[src/rtl/uart_pkg.sv]
// Shared UART definitions: receiver state encoding, bit-period helper, frame data width.
package uart_pkg;

    typedef enum logic [2:0] {
        IDLE,
        START,
        DATA,
        PARITY,
        STOP
    } uart_state_e;

    localparam int UART_DATA_BITS = 8;

    function automatic int clks_per_bit(input int clk_hz, input int baud);
        return clk_hz / baud;
    endfunction

endpackage

[src/rtl/sync_2ff.sv]
// Generic two-flop synchronizer for an asynchronous single-bit input; INIT is the reset value.
module sync_2ff #(
    parameter logic INIT = 1'b1
) (
    input  logic clk,
    input  logic rst,
    input  logic d,
    output logic q
);

    logic meta_d, meta_q;
    logic sync_d, sync_q;

    always_comb begin
        meta_d = d;
        sync_d = meta_q;
    end

    always_ff @(posedge clk) begin
        if (rst) begin
            meta_q <= INIT;
            sync_q <= INIT;
        end else begin
            meta_q <= meta_d;
            sync_q <= sync_d;
        end
    end

    assign q = sync_q;

endmodule

[src/rtl/uart_rx_framer.sv]
// UART receive framer: 8 data bits LSB first, 1 stop bit, one-cycle strobes, no backpressure.
// Define UART_RX_PARITY_EN to insert an even-parity bit between data and stop.
module uart_rx_framer
    import uart_pkg::*;
#(
    parameter int CLK_HZ = 12000000,
    parameter int BAUD   = 9600
) (
    input  logic       iCE_CLK,
    input  logic       rst,
    input  logic       RX,
    output logic [7:0] rx_byte,
    output logic       rx_valid,
    output logic       rx_frame_err,
    output logic       rx_parity_err
);

    localparam int N  = clks_per_bit(CLK_HZ, BAUD);
    localparam int H  = N / 2;
    localparam int CW = $clog2(N);
    localparam logic [CW-1:0] N_LAST = CW'(N - 1);
    localparam logic [CW-1:0] H_LAST = CW'(H - 1);

    generate
        if (N < 4) begin : g_n_check
            $error("uart_rx_framer: CLK_HZ/BAUD must be at least 4");
        end
    endgenerate

    logic rx_s;

    sync_2ff #(.INIT(1'b1)) u_sync (
        .clk (iCE_CLK),
        .rst (rst),
        .d   (RX),
        .q   (rx_s)
    );

    uart_state_e state_d, state_q;
    logic [CW-1:0] cnt_d, cnt_q;
    logic [2:0]    bit_cnt_d, bit_cnt_q;
    logic [UART_DATA_BITS-1:0] shift_d, shift_q;
    logic [UART_DATA_BITS-1:0] rx_byte_d, rx_byte_q;
    logic rx_d_d, rx_d_q;
    logic rx_valid_d, rx_valid_q;
    logic frame_err_d, frame_err_q;
    logic par_bad;
`ifdef UART_RX_PARITY_EN
    logic par_bad_d, par_bad_q;
    logic parity_err_d, parity_err_q;
`endif

    always_comb begin
        state_d     = state_q;
        cnt_d       = cnt_q + 1'b1;
        bit_cnt_d   = bit_cnt_q;
        shift_d     = shift_q;
        rx_byte_d   = rx_byte_q;
        rx_d_d      = rx_s;
        rx_valid_d  = 1'b0;
        frame_err_d = 1'b0;
`ifdef UART_RX_PARITY_EN
        par_bad      = par_bad_q;
        par_bad_d    = par_bad_q;
        parity_err_d = 1'b0;
`else
        par_bad = 1'b0;
`endif
        case (state_q)
            IDLE: begin
                cnt_d = '0;
                // Edge, not level: a line stuck low cannot restart a frame.
                if (rx_d_q && !rx_s) state_d = START;
            end
            START: begin
                if (cnt_q == H_LAST) begin
                    cnt_d   = '0;
                    state_d = rx_s ? IDLE : DATA;
                end
            end
            DATA: begin
                if (cnt_q == N_LAST) begin
                    cnt_d     = '0;
                    shift_d   = {rx_s, shift_q[UART_DATA_BITS-1:1]};
                    bit_cnt_d = bit_cnt_q + 3'd1;
                    if (bit_cnt_q == 3'd7) begin
`ifdef UART_RX_PARITY_EN
                        state_d = PARITY;
`else
                        state_d = STOP;
`endif
                    end
                end
            end
`ifdef UART_RX_PARITY_EN
            PARITY: begin
                if (cnt_q == N_LAST) begin
                    cnt_d     = '0;
                    par_bad_d = rx_s ^ (^shift_q);
                    state_d   = STOP;
                end
            end
`endif
            STOP: begin
                // Leave at mid-stop-bit so a back-to-back start edge is not missed.
                if (cnt_q == N_LAST) begin
                    cnt_d       = '0;
                    state_d     = IDLE;
                    frame_err_d = !rx_s;
                    if (rx_s && !par_bad) begin
                        rx_byte_d  = shift_q;
                        rx_valid_d = 1'b1;
                    end
`ifdef UART_RX_PARITY_EN
                    parity_err_d = par_bad;
`endif
                end
            end
            default: begin
                cnt_d   = '0;
                state_d = IDLE;
            end
        endcase
    end

    always_ff @(posedge iCE_CLK) begin
        if (rst) begin
            state_q     <= IDLE;
            cnt_q       <= '0;
            bit_cnt_q   <= '0;
            shift_q     <= '0;
            rx_byte_q   <= '0;
            rx_d_q      <= 1'b1;
            rx_valid_q  <= 1'b0;
            frame_err_q <= 1'b0;
`ifdef UART_RX_PARITY_EN
            par_bad_q    <= 1'b0;
            parity_err_q <= 1'b0;
`endif
        end else begin
            state_q     <= state_d;
            cnt_q       <= cnt_d;
            bit_cnt_q   <= bit_cnt_d;
            shift_q     <= shift_d;
            rx_byte_q   <= rx_byte_d;
            rx_d_q      <= rx_d_d;
            rx_valid_q  <= rx_valid_d;
            frame_err_q <= frame_err_d;
`ifdef UART_RX_PARITY_EN
            par_bad_q    <= par_bad_d;
            parity_err_q <= parity_err_d;
`endif
        end
    end

    assign rx_byte      = rx_byte_q;
    assign rx_valid     = rx_valid_q;
    assign rx_frame_err = frame_err_q;
`ifdef UART_RX_PARITY_EN
    assign rx_parity_err = parity_err_q;
`else
    assign rx_parity_err = 1'b0;
`endif

endmodule

[config.mk]
export PLATFORM = sky130hd
export DESIGN_NAME = uart_rx_framer
export DESIGN_NICKNAME = d
export VERILOG_FILES = /design/src/rtl/uart_pkg.sv /design/src/rtl/sync_2ff.sv /design/src/rtl/uart_rx_framer.sv
export SDC_FILE = /design/constraint.sdc
export NUM_CORES = 1
export LEC_CHECK = 0
export CELL_PAD_IN_SITES_DETAIL_PLACEMENT = 2
export CELL_PAD_IN_SITES_GLOBAL_PLACEMENT = 2
export CORE_ASPECT_RATIO = 1.75
export CORE_MARGIN = 5
export CORE_UTILIZATION = 30
export CTS_BUF_LIST = sky130_fd_sc_hd__clkbuf_8
export DETAILED_ROUTE_END_ITERATION = 7
export PLACE_DENSITY = 0.66
export SLEW_MARGIN = 20
export SYNTH_ARGS = -nofsm -noshare
export SYNTH_HDL_FRONTEND = slang
export SYNTH_SLANG_ARGS = --single-unit
export TNS_END_PERCENT = 20
[constraint.sdc]
create_clock -name iCE_CLK -period 2.9 [get_ports iCE_CLK]
set_input_delay 0.29 -clock iCE_CLK [delete_from_list [all_inputs] [get_ports iCE_CLK]]
set_output_delay 0.29 -clock iCE_CLK [all_outputs]
set_load 0.01 [all_outputs]
==> results.py, run 1 <==
metrics = {
    "power": {
        "p_total_uw": 984,
        "peakVddDrop_uv": 240,
        "power.density_mw_per_mm2": 516,
        "p_leak_uw": 0.000716,
    },
    "hold_path": {
        "hold_class": "reg2reg",
        "hold_depth": 1,
        "hold_end": "u_sync.q",
        "min_from": "u_sync.meta_q",
    },
    "worst_setup_path": {
        "path_max_fanout": 11,
        "reg2reg_depth": 5,
        "ff2ff_setup_slack_ns": 0.79,
        "cp_data_arrival_time_ns": 2.32,
        "r2r_start": "cnt_q[0]",
        "cp-start-kind": "flip-flop",
        "critPathRequiredTime_ns": 3.12,
        "r2r-end": "bit_cnt_q[0]",
        "worstSetupPathType": "reg2reg",
        "worstSetupEndpointType": "flip-flop",
    },
    "drt": {
        "num_vias": 1218,
        "final_antenna_net_count": 0,
        "route.detailed.drc": 0,
        "wire_per_inst_um": 15.3,
        "dr.pass1.iters": 4,
        "vias_per_cell": 4.74,
        "totalWireLength_um": 3930,
        "drt-initial-drc-count": 35,
    },
    "yosys": {
        "ys_seq_area_share_pct": 46.3,
        "synth-edff-count": 0,
        "netlist_instances": 173,
        "syn-num-nets": 181,
        "async_flop_share_pct": 0,
        "ys.flop_type": "dfxtp_1",
        "ys_ff_latch": 38,
        "avgSynthCellArea_um2": 9.50,
        "ys_types": 35,
        "yosysWarnings": 0,
        "syn-cell-area_mm2": 0.00164,
    },
    "global_routing": {
        "grt_pass1_wl_um": 6840,
        "antenna_found_initial": 0,
        "grt_max_degree": 28,
        "first_global_vias": 1392,
        "overflow": 0,
        "grt_usage_pct": 12.6,
    },
    "floorplan": {
        "core_area_mm2": 0.00530,
        "die_area_mm2": 0.00712,
        "start_util_pct": 31.0,
        "die_w_um": 66.0,
        "ioPinCount": 14,
        "die_h_um": 108,
        "num_rows": 35,
    },
    "sta": {
        "finalSetupViolations": 0,
        "rsz0062_at_grt": "false",
        "timing.hold.ws_ns": 0.417,
        "min_period_ns": 2.11,
        "final-max-slew-violation-count": 0,
        "fin_crit_sh_pct": 72.7,
        "finalHoldViolations": 0,
        "skew_ns": 0.00668,
        "tns_ns": 0,
        "worstMarginPinSlew_ns": 0.833,
        "slew_headroom_pct": 44.5,
        "fmaxAchievable_mhz": 474,
    },
    "clock_network": {
        "clkTransAtPathRegs_ns": 0.08,
        "root_buffer": "clkbuf_8",
        "holdBufCountCts": 0,
        "cts_tree": "built",
        "cts.htree.levels": 2,
        "cts_sinks": 38,
        "insertion_delay_ns": 0.29,
        "cts_setup_buffers": 0,
        "cts_made_buffers": 5,
        "ctsResizeCount": 0,
        "clock_path_buffers": 2,
    },
    "layout": {
        "drive_gt1_share_pct": 15.3,
        "num_antenna_cells": 0,
        "nFillCells": 582,
        "fin_nets": 190,
        "area_growth_pct": 16.1,
        "fin_util_pct": 36.0,
        "fin_area_mm2": 0.00191,
    },
    "placed_design": {
        "dpl_cell_area_mm2": 0.00180,
        "place_hpwl_um": 2970,
        "gp_congestion": 0.796,
        "io_buffers": 12,
    },
    "flow_run": {
        "maxCapViolations": 0,
    },
    "outcome": {
        "status": "complete, no violations",
    },
}
state kept, by name (all words and copies together) (netlist names):
name           cells
bit_cnt_q          3
cnt_q             11
rx_byte            8
rx_d_q             1
rx_frame_err       1
rx_valid           1
shift_q            8
state_q            3
u_sync.meta_q      1
u_sync.q           1
worst max path at each step:
stage	startpoint	endpoint	slack [ns]	cells past startpoint
finish	cnt_q[0]	bit_cnt_q[0]	0.79	5
global route	cnt_q[0]	bit_cnt_q[0]	0.62	5
CTS	cnt_q[0]	shift_q[3]	0.76	5
detailed placement	cnt_q[0]	shift_q[3]	0.78	5
global placement	cnt_q[0]	shift_q[0]	0.89	5
floorplan	cnt_q[1]	cnt_q[9]	1.30	7
routing by layer:
metal / wire length [um] / part of all wire (%) / track usage [%] / vias to the layer above
met4: 48 / 1.2 / 4.36 / 0
met2: 2350 / 60 / 24.2 / 11
li1: - / - / - / 604
met1: 1450 / 37 / 12.8 / 599
met5: 0 / 0 / 0 / -
met3: 83 / 2.1 / 2.81 / 4
critical path, cell delays in order (launching register included):
cell,delay (ns)
dfxtp_1,0.46
ha_1,0.19
and4bb_4,0.26
nand4_1,0.64
xor2_1,0.36
nor2_1,0.13
power breakdown:
group | switching [uW] | internal, uW
clock | 183 | 253
sequential | 3.96 | 524
combinational | 12.3 | 7.22
total | 200 | 784
layout by cell type (no fill, tap or decap), types with 2 or more instances in the layout:
| cell | n |
|---|---|
| nor3_1 | 3 |
| o21ai_0 | 9 |
| nand2_1 | 7 |
| and4_1 | 2 |
| xnor2_1 | 5 |
| mux2i_1 | 10 |
| dfxtp_1 | 38 |
| nor3b_1 | 2 |
| xor2_1 | 7 |
| nand4_1 | 4 |
| clkbuf_8 | 5 |
| clkdlybuf4s50_1 | 12 |
| inv_1 | 4 |
| clkinv_2 | 2 |
| ha_1 | 5 |
| a21oi_1 | 12 |
| nor2_1 | 17 |
| nand3_1 | 11 |
| nor2_2 | 9 |
| or2_2 | 4 |
synth_stat cells (2+ instances only):
cell type / n / area share, %
o21ai_0: 9 / 2.7
nand3_1: 11 / 3.3
ha_1: 5 / 3.8
nand4_1: 4 / 1.5
dfxtp_1: 38 / 46
or2_2: 4 / 1.5
nor2_2: 9 / 3.4
nand2_1: 7 / 1.6
nor3b_1: 2 / 0.91
and4_1: 2 / 1.1
nor2_1: 17 / 3.9
mux2i_1: 10 / 6.1
a21oi_1: 12 / 3.7
buf_6: 2 / 1.4
nor3_1: 3 / 0.91
clkbuf_1: 4 / 0.91
buf_2: 3 / 0.91
inv_1: 4 / 0.91
xor2_1: 7 / 3.7
xnor2_1: 5 / 2.7
stage by stage:
step	setup slack, ns	std cells
floorplan	1.30	173
global placement	0.893	249
detailed placement	0.782	249
CTS	0.757	257
global route	0.618	257
finish	0.790	257
area by class of cell:
cell class | instances | area (um2) | share of cell area, %
Inverter | 4 | 15.0 | 0.787
Sequential cell | 38 | 761 | 39.9
Multi-Input combinational cell | 120 | 803 | 42.1
Tap cell | 74 | 92.6 | 4.85
Clock buffer | 5 | 68.8 | 3.61
Clock inverter | 3 | 40.0 | 2.10
Timing Repair Buffer | 13 | 128 | 6.69
cell families (layout without fill, tap and decap cells):
kind of cell | count (synthesis) | count (layout) | share of synthesized area [%]
compound gates | 24 | 24 | 8.60
simple gates | 68 | 68 | 23.7
xor+xnor | 12 | 12 | 6.39
flops | 38 | 38 | 46.3
other cells | 1 | 1 | 0.228
mux | 10 | 10 | 6.09
buf+inv | 15 | 25 | 4.87
fa+ha+maj | 5 | 5 | 3.81
Power figures use the tool's default switching activity.
==> inputs of run 2 (changes only) <==
clock period = 2 ns   (was 2.9 ns; I/O delays follow)
==> run 2 against run 1 <==
- cell area rose by 3.3%
- worst hold slack got worse by 0.0060 ns
- non-clock buffer count rose by 4
- critical path depth rose by 2
- clock skew fell by 0.0029 ns
- sequential share of layout area fell by 1.3 points
- fmax rose by 17%
- wire length did not move
- core utilization rose by 1.2 points
- first-iteration DRC count fell by 49%
- critical endpoint is now cnt_q[8]
==> results.py, run 2 (synthesized netlist as in run 1, its figures left out) <==
metrics = {
    "worst_setup_path": {
        "startpoint": "cnt_q[1]",
        "path_max_fanout": 11,
        "ff2ff_setup_slack_ns": 0.20,
        "r2r_start": "cnt_q[1]",
        "worstSetupPathType": "reg2reg",
        "crit_path_top_delay_cell": "a311oi_2",
        "max_stage_delay_ns": 0.39,
        "critPathRequiredTime_ns": 2.23,
        "cp_data_arrival_time_ns": 2.03,
        "path_cells": "inv_1, ha_1, and4bb_4, a311oi_2, o221ai_2, buf_4, nor2_2",
        "cp-start-kind": "flip-flop",
        "worstSetupEndpointType": "flip-flop",
    },
    "sta": {
        "fmaxAchievable_mhz": 554,
        "skew_ns": 0.00378,
        "min_period_ns": 1.80,
        "rsz0062_at_grt": "false",
        "timing.hold.ws_ns": 0.411,
        "final-max-slew-violation-count": 0,
        "fin_crit_sh_pct": 90.2,
        "finalHoldViolations": 0,
        "finalSetupViolations": 0,
        "tns_ns": 0,
    },
    "layout": {
        "regMostFlops": "cnt_q",
        "fin_nets": 194,
        "fin_area_mm2": 0.00197,
        "fin_util_pct": 37.2,
        "mostFrequentLayoutCell": "dfxtp_1",
        "drive_gt1_share_pct": 17.1,
        "nFillCells": 590,
        "mostFrequentLayoutCells": "38 x dfxtp_1, 17 x nor2_1, 12 x a21oi_1, 12 x clkdlybuf4s50_1, 11 x nand3_1",
        "area_growth_pct": 19.9,
        "largest_reg_flops": 11,
        "num_antenna_cells": 0,
    },
    "power": {
        "peakVddDrop_uv": 363,
        "p_leak_uw": 0.000747,
        "power.density_mw_per_mm2": 810,
        "p_total_uw": 1600,
    },
    "placed_design": {
        "gp_congestion": 0.787,
        "place_hpwl_um": 2910,
        "dpl_cell_area_mm2": 0.00183,
        "io_buffers": 12,
    },
    "flow_run": {
        "maxCapViolations": 0,
    },
    "global_routing": {
        "grt_usage_pct": 12.6,
        "grt_pass1_wl_um": 6830,
        "overflow": 0,
        "first_global_vias": 1396,
        "grt_max_degree": 24,
        "antenna_found_initial": 0,
    },
    "floorplan": {
        "num_rows": 35,
        "die_h_um": 108,
        "core_area_mm2": 0.00530,
        "die_area_mm2": 0.00712,
        "ioPinCount": 14,
        "start_util_pct": 31.0,
        "die_w_um": 66.0,
    },
    "outcome": {
        "status": "complete, no violations",
    },
    "clock_network": {
        "cts_tree": "built",
        "clkTransAtPathRegs_ns": 0.07,
        "cts_setup_buffers": 0,
        "holdBufCountCts": 0,
        "cts_sinks": 38,
        "ctsResizeCount": 0,
        "cts_made_buffers": 5,
        "clock_path_buffers": 2,
        "insertion_delay_ns": 0.29,
        "root_buffer": "clkbuf_8",
        "cts.htree.levels": 2,
    },
    "drt": {
        "totalWireLength_um": 3930,
        "route.detailed.drc": 0,
        "vias_per_cell": 4.84,
        "num_vias": 1262,
        "drt-initial-drc-count": 18,
        "wire_per_inst_um": 15.1,
        "final_antenna_net_count": 0,
        "dr.pass1.iters": 3,
    },
    "hold_path": {
        "hold_class": "reg2reg",
        "min_from": "u_sync.meta_q",
    },
}
==> run 2: changes by cell type in the layout (fill, tap and decap cells not counted), sizes merged <==
cell / change
buf: +4
bufinv: +1
clkinv: -2
clkbuf: +1
==> run 2: per-layer routing <==
metal / up-vias / wire (um) / track usage [%]
li1: 612 / - / -
met1: 634 / 1420 / 11.7
met2: 11 / 2360 / 25.4
met3: 5 / 84 / 2.81
met4: 0 / 70 / 4.80
met5: - / 0 / 0
==> run 2: final timing paths <==
path,end,cells past startpoint
min,u_sync.q,1
min reg2reg,u_sync.q,1
max,cnt_q[8],7
max reg2reg,cnt_q[8],7
==> run 2: per-stage QoR <==
stage	worst slack (ns)	cells
5_1_grt	0.0542	261
3_3_place_gp	0.313	253
6_report	0.196	261
4_1_cts	0.176	261
3_5_place_dp	0.195	253
2_1_floorplan	0.402	173
==> run 2: final cells by class <==
cell class                 instances  area (um2)  share of cell area [%]
clock buffer                       6        82.6                    4.19
tap                               74        92.6                    4.70
inverter                           4        15.0                   0.761
sequential                        38         761                    38.6
multi-input combinational        120         803                    40.7
timing repair buffer              17         158                    7.99
clock inverter                     2        60.1                    3.05
==> run 2: power by group <==
group / total, uW / switching [uW] / internal, uW / leakage [uW]
Combinational: 32.5 / 20.9 / 11.6 / 0.000368
Sequential: 762 / 2.89 / 759 / 0.000307
Clock: 802 / 270 / 532 / 0.0000714
Total: 1600 / 294 / 1300 / 0.000747
==> run 2: critical path: cells and delay by family (launching register included) <==
kind                     cells  cell delay [ns]
AND/OR/NAND/NOR              2             0.34
buffers and inverters        2             0.29
flip-flops                   1             0.37
adder cells (fa/ha/maj)      1             0.19
AO/OA/AOI/OAI                2             0.54
==> inputs of run 3 (changes only) <==
ABC_CLOCK_PERIOD_IN_PS = 2000   (was default)
==> results of run 3 <==
The final DEF is identical to that of run 2; final timing and power are the same.
